## src/rtl/i2s_pkg.sv

```systemverilog
// +--------------------------------------------------------------------+
// | i2s_pkg : shared sizes and sample-pair type for the I2S transmitter |
// | rev 1.0                                                             |
// +--------------------------------------------------------------------+
`default_nettype none

package i2s_pkg;

    localparam int SAMPLE_W   = 16;
    localparam int BCLK_HALF  = 8;
    localparam int FRAME_BITS = 2 * SAMPLE_W;

    typedef struct packed {
        logic [SAMPLE_W-1:0] left;
        logic [SAMPLE_W-1:0] right;
    } sample_pair_t;

endpackage

`default_nettype wire

```

## src/rtl/i2s_tx_if.sv

```systemverilog
// +--------------------------------------------------------------------+
// | i2s_tx_if : stereo sample handshake between source and transmitter  |
// | rev 1.0                                                             |
// +--------------------------------------------------------------------+
`default_nettype none

interface i2s_tx_if;
    import i2s_pkg::*;

    logic                valid;
    logic                ready;
    logic [SAMPLE_W-1:0] left;
    logic [SAMPLE_W-1:0] right;
    logic                underrun;

    modport master (output valid, left, right, input ready, underrun);
    modport slave  (input valid, left, right, output ready, underrun);

endinterface

`default_nettype wire

```

## src/rtl/i2s_clkgen.sv

```systemverilog
// +--------------------------------------------------------------------+
// | i2s_clkgen : MCLK = clk/2, BCLK divider and registered fall strobe  |
// | rev 1.0                                                             |
// +--------------------------------------------------------------------+
`default_nettype none

module i2s_clkgen
    import i2s_pkg::*;
(
    input  logic clk,
    input  logic rst,
    output logic mclk,
    output logic bclk,
    output logic fall_stb
);

    localparam int DIV_W = (BCLK_HALF > 1) ? $clog2(BCLK_HALF) : 1;

    logic [DIV_W-1:0] div_cnt;

    // fall_stb is high in the same cycle BCLK is first seen low
    always_ff @(posedge clk) begin
        if (rst) begin
            div_cnt  <= '0;
            bclk     <= 1'b0;
            mclk     <= 1'b0;
            fall_stb <= 1'b0;
        end else begin
            mclk     <= ~mclk;
            fall_stb <= 1'b0;
            if (div_cnt == DIV_W'(BCLK_HALF - 1)) begin
                div_cnt  <= '0;
                bclk     <= ~bclk;
                fall_stb <= bclk;
            end else begin
                div_cnt <= div_cnt + 1'b1;
            end
        end
    end

endmodule

`default_nettype wire

```

## src/rtl/i2s_tx.sv

```systemverilog
// +--------------------------------------------------------------------+
// | i2s_tx : I2S transmitter, one-entry holding register, MSB first     |
// | option I2S_TX_HOLD_LAST_EN: repeat last pair on underrun. rev 1.0   |
// +--------------------------------------------------------------------+
`default_nettype none

module i2s_tx
    import i2s_pkg::*;
(
    input  logic     clk,
    input  logic     rst,
    i2s_tx_if.slave  bus,
    output logic     mclk,
    output logic     bclk,
    output logic     lrclk,
    output logic     sdin
);

    localparam int BC_W = $clog2(FRAME_BITS);

    logic                  fall_stb;
    logic [BC_W-1:0]       bit_cnt;
    logic [BC_W-1:0]       bit_nxt;
    logic [FRAME_BITS-1:0] sreg;
    sample_pair_t          hold;
    sample_pair_t          fallback;
    logic                  hold_valid;
    logic                  load_pt;
    logic                  xfer;

    i2s_clkgen u_clkgen (
        .clk      (clk),
        .rst      (rst),
        .mclk     (mclk),
        .bclk     (bclk),
        .fall_stb (fall_stb)
    );

    // The fall into bit_cnt=1 places the left MSB one BCLK after LRCLK falls
    assign load_pt      = fall_stb && (bit_cnt == '0);
    assign bit_nxt      = (bit_cnt == BC_W'(FRAME_BITS - 1)) ? '0 : bit_cnt + 1'b1;
    assign xfer         = bus.valid && !hold_valid;
    assign bus.ready    = !hold_valid;
    assign bus.underrun = load_pt && !hold_valid;
    assign sdin         = sreg[FRAME_BITS-1];

`ifdef I2S_TX_HOLD_LAST_EN
    sample_pair_t last;

    always_ff @(posedge clk) begin
        if (rst) begin
            last <= '0;
        end else if (load_pt && hold_valid) begin
            last <= hold;
        end
    end

    assign fallback = last;
`else
    assign fallback = '0;
`endif

    always_ff @(posedge clk) begin
        if (rst) begin
            bit_cnt    <= '0;
            lrclk      <= 1'b0;
            sreg       <= '0;
            hold       <= '0;
            hold_valid <= 1'b0;
        end else begin
            if (fall_stb) begin
                bit_cnt <= bit_nxt;
                lrclk   <= (bit_nxt >= BC_W'(SAMPLE_W));
                if (load_pt) begin
                    sreg       <= hold_valid ? hold : fallback;
                    hold_valid <= 1'b0;
                end else begin
                    sreg <= {sreg[FRAME_BITS-2:0], 1'b0};
                end
            end
            // Cannot coincide with a consuming load: ready is low then
            if (xfer) begin
                hold_valid <= 1'b1;
                hold       <= {bus.left, bus.right};
            end
        end
    end

endmodule

`default_nettype wire

```

## src/flat_wrapper.sv

```systemverilog
// flat-port wrapper written by rule: the top's interface ports become plain ports
module i2s_tx_flat import i2s_pkg::*;
  (clk, rst, mclk, bclk, lrclk, sdin, bus_valid, bus_left, bus_right, bus_ready, bus_underrun);
  i2s_tx_if bus_i ();
  input  logic clk;
  input  logic rst;
  output logic mclk;
  output logic bclk;
  output logic lrclk;
  output logic sdin;
  input wire logic [$bits(bus_i.valid)-1:0] bus_valid;
  input wire logic [$bits(bus_i.left)-1:0] bus_left;
  input wire logic [$bits(bus_i.right)-1:0] bus_right;
  output wire logic [$bits(bus_i.ready)-1:0] bus_ready;
  output wire logic [$bits(bus_i.underrun)-1:0] bus_underrun;
  assign bus_i.valid = bus_valid;
  assign bus_i.left = bus_left;
  assign bus_i.right = bus_right;
  assign bus_ready = bus_i.ready;
  assign bus_underrun = bus_i.underrun;
  i2s_tx u_core (.clk(clk), .rst(rst), .bus(bus_i), .mclk(mclk), .bclk(bclk), .lrclk(lrclk), .sdin(sdin));
endmodule
```

## config.mk

```make
export PLATFORM = sky130hd
export DESIGN_NAME = i2s_tx_flat
export DESIGN_NICKNAME = d
export VERILOG_FILES = /design/src/rtl/i2s_pkg.sv /design/src/rtl/i2s_tx_if.sv /design/src/rtl/i2s_clkgen.sv /design/src/rtl/i2s_tx.sv /design/src/flat_wrapper.sv
export SDC_FILE = /design/constraint.sdc
export NUM_CORES = 1
export LEC_CHECK = 0
export CAP_MARGIN = 20
export CORE_UTILIZATION = 55
export CTS_CLUSTER_DIAMETER = 60
export DETAILED_ROUTE_END_ITERATION = 10
export DONT_BUFFER_PORTS = 1
export PLACE_DENSITY = 0.7
export SLEW_MARGIN = 20
export SYNTH_ARGS = -nofsm -noshare
export SYNTH_HDL_FRONTEND = slang
export SYNTH_SLANG_ARGS = --single-unit
```

## constraint.sdc

```tcl
create_clock -name clk -period 2.2 [get_ports clk]
set_input_delay 0.11 -clock clk [delete_from_list [all_inputs] [get_ports clk]]
set_output_delay 0.11 -clock clk [all_outputs]
set_load 0.05 [all_outputs]
```

==> results.md <==
* H-tree levels at 3
* Num ports at 41
* Largest net degree at the start of global routing at 60
* CTS tree: done
* Max cap viols at 0
* Dpl cells at 446
* Core Area at 5608 um2
* Post-synth EDFFs at 0
* Area growth from synthesis to layout at 18.06%
* Sequential area share after synthesis at 46.73%
* Routability congestion estimate at 0.8360
* Post-Syn Area per Cell at 8.326 um2
* Crit path launch type: register
* Family with the most delay on the worst path: simple AND/OR/NAND/NOR gates
* # nets final at 459
* Fmax at 529.0 MHz
* Max FO, Critical Path at 6
* Number of DRC markers in iteration 0 at 180
* Worst reg-to-reg setup slack at 380 ps
* Largest buffer count on any clock path at 2
* Vias per inst at 5.676
* Post-Syn Instances at 391
* Setup Buffers After CTS at 0
* Final setup vio count at 0
* Antenna-violating nets left at 0
* Vias in the first global route at 2,723
* Setup TNS at 0 ps
* Wire per inst at 14.18 um
* R2R depth at 6
* GRT Resource Usage Total at 24.51%
* Hold Crit Start: rst
* Period utilization at 85.92%
* Worst vdd ir at 0.4550 mV
* Port Buffer Count at 0
* Seq cells post-synth at 76
* Yosys warns at 0
* Row cnt at 27
* Max_slew headroom at 63.06%
* Clock Sink Count at 76
* Critical path, cell by cell: inv_1 -> ha_1 -> nor3b_2 -> nor3b_4 -> and2_1 -> buf_12
* Status: finished clean
* Crit path DAT at 1780 ps
* Kind of critical path: register to output port
* P per Cell Area at 656.6 nW/um2
* Clk slew on worst S/H paths at 70 ps
* Commonest register cell after synthesis: dfxtp_1
* Detailed Routing Iterations Pass 1 at 4
* Count of pins over their slew limit at 0
* Die X-Extent at 78.94 um
* Worst stage delay on the critical path at 360 ps
* Slew @ Worst Pin at 553.4 ps
* Minimum clock period at 1890 ps
* Routed via count at 2,804
* Final HPWL DP at 4.219 mm
* Initial Util at 58.05%
* Post-synth net total at 431
* Die height at 78.94 um
* Utilization after layout at 68.54%
* Max stage delay cell, worst path: dfxtp_1
* Setup Skew at 5.729 ps
* Routed WL at 7.003 mm
* Post-Place Setup Slack at 525.0 ps
* Worst EP required at 2090 ps
* CP endpoint kind: output port
* Synth unique cells at 34
* Skew-Pair Late Insertion Delay at 340 ps
* Drt drc at 0
* Static Leak at 0.001338 uW
* Hold worst-path end: u_core.hold[19]
* Die area at 6231 um2
* CTS root buf: clkbuf_8
* Hold Crit Depth at 2
* Fill cell count at 508
* Post-Syn Area at 3256 um2
* Hold Crit Class: primary input to register
* ANT cells at 0
* Async set-reset flop share out of synthesis at 0%
* Fin. Hold Viols at 0
* Grt ovf at 0
* RSZ-0062 raised after global routing: false
* Initial antenna violation count at 0
* Critical R2R Capture: u_core.hold[23]
* R2R Path Start: u_core.hold_valid
* Bufs and invs on worst path at 2
* Fraction of layout cells with a size suffix above 1 at 8.057%
* Setup ws final at 309.7 ps
* First-pass GRT wire length at 12.02 mm
* CTS Buf Count at 9
* Layout Cells excl Fill at 494
[logic make-up after synthesis]
family | synth area share (%)
simple gates | 17.83
mux | 0.3075
fa+ha+maj | 1.922
compound gates | 23.75
flops | 46.73
buf+inv | 9.185
xor+xnor | 0.2691
[registers in the layout, indices dropped and copies added, names as in the netlist]
name and cells:
u_core.u_clkgen.div_cnt 3, u_core.u_clkgen.bclk 1, u_core.u_clkgen.fall_stb 1, u_core.sreg 32, u_core.bit_cnt 5, u_core.hold_valid 1
u_core.u_clkgen.mclk 1, u_core.hold 32
[worst max-delay path by stage]
stage / to / from / slack, ps / cells past startpoint
final: bus_underrun / u_core.bit_cnt[0] / 310 / 6
after global routing: bus_underrun / u_core.bit_cnt[0] / 190 / 6
after CTS: bus_underrun / u_core.bit_cnt[0] / 290 / 6
after detailed placement: u_core.bit_cnt[3] / u_core.bit_cnt[0] / 520 / 5
after global placement: u_core.bit_cnt[3] / u_core.bit_cnt[0] / 600 / 5
after floorplan: bus_underrun / u_core.bit_cnt[4] / 420 / 4
[where the power goes]
part	internal, uW	switching [uW]
sequential	1420	25.4
combinational	84.4	102
clock	423	474
[placed cells by master (no fill, tap or decap)]
cell type | Yosys | final
a211oi_1 | 1 | 1
a21oi_1 | 36 | 36
a221oi_1 | 31 | 31
a22oi_1 | 1 | 1
a311o_1 | 15 | 15
a31oi_1 | 1 | 1
and2_1 | 1 | 1
and3_1 | 2 | 2
and4b_1 | 1 | 1
buf_12 | 0 | 2
buf_16 | 0 | 1
buf_4 | 5 | 14
clkbuf_1 | 9 | 1
clkbuf_8 | 0 | 10
clkinv_1 | 1 | 1
clkinv_2 | 0 | 3
dfxtp_1 | 76 | 76
dlygate4sd3_1 | 0 | 33
ha_1 | 5 | 5
inv_1 | 34 | 34
inv_2 | 1 | 1
mux2i_1 | 1 | 1
nand2_1 | 97 | 97
nand2b_1 | 1 | 1
nand3_1 | 1 | 1
nand3b_1 | 1 | 1
nor2_1 | 23 | 23
nor2b_2 | 0 | 1
nor3_1 | 1 | 1
nor3b_1 | 3 | 3
nor3b_2 | 1 | 1
nor3b_4 | 1 | 1
nor4bb_1 | 1 | 1
o21ai_0 | 2 | 2
o221ai_1 | 16 | 16
or4_1 | 1 | 1
xnor2_1 | 1 | 1
[worst register-to-register path, delay by kind of cell (launching register included)]
| kind | cells | cell delay (ps) |
|---|---|---|
| buf+inv | 3 | 1070 |
| flops | 1 | 310 |
| simple gates | 2 | 240 |
| compound gates | 1 | 140 |
[per-layer routing]
layer	wire length, um	global-route usage [%]	part of all wire, %	up-vias
li1	-	-	-	1417
met1	3252	31.86	46	1316
met2	3328	40.35	48	57
met3	279	3.218	4.0	14
met4	143	11.45	2.0	0
met5	0	0	0	-
[metrics by stage]
stage / cell area [um2] / hold slack [ps] / power, uW
floorplan: 3256 / 246.0 / 1573
global placement: 3329 / 185.4 / 1586
detailed placement: 3329 / 187.6 / 1591
CTS: 3844 / 89.82 / 2543
global route: 3844 / 117.0 / 2622
finish: 3844 / 95.90 / 2524
[repair_timing]
| item | 4_1_cts | 5_1_grt |
|---|---|---|
| endpoints found under the hold margin | 59 | 0 |
| hold buffers | 34 | 0 |
| resized for setup | 0 | 0 |
[synthesized netlist by cell type, types with 2 or more instances]
library cell / instances / area, um2
a21oi_1: 36 / 180.2
a221oi_1: 31 / 271.5
a311o_1: 15 / 150.1
and3_1: 2 / 12.51
buf_1: 2 / 7.510
buf_2: 17 / 85.08
buf_4: 5 / 37.54
clkbuf_1: 9 / 33.78
dfxtp_1: 76 / 1521
ha_1: 5 / 62.56
inv_1: 34 / 127.6
nand2_1: 97 / 364.1
nor2_1: 23 / 86.33
nor3b_1: 3 / 22.52
o21ai_0: 2 / 10.01
o221ai_1: 16 / 140.1
[final cells by class]
cell class | instances | area, um2 | share of cell area [%]
clock buffer | 11 | 141.4 | 3.678
clock inverter | 3 | 15.01 | 0.3906
inverter | 36 | 135.1 | 3.516
multi-input combinational | 246 | 1438 | 37.40
sequential | 76 | 1521 | 39.58
tap | 72 | 90.09 | 2.344
timing repair buffer | 50 | 503.0 | 13.09
Note: power is estimated with default switching activity, not from simulation.
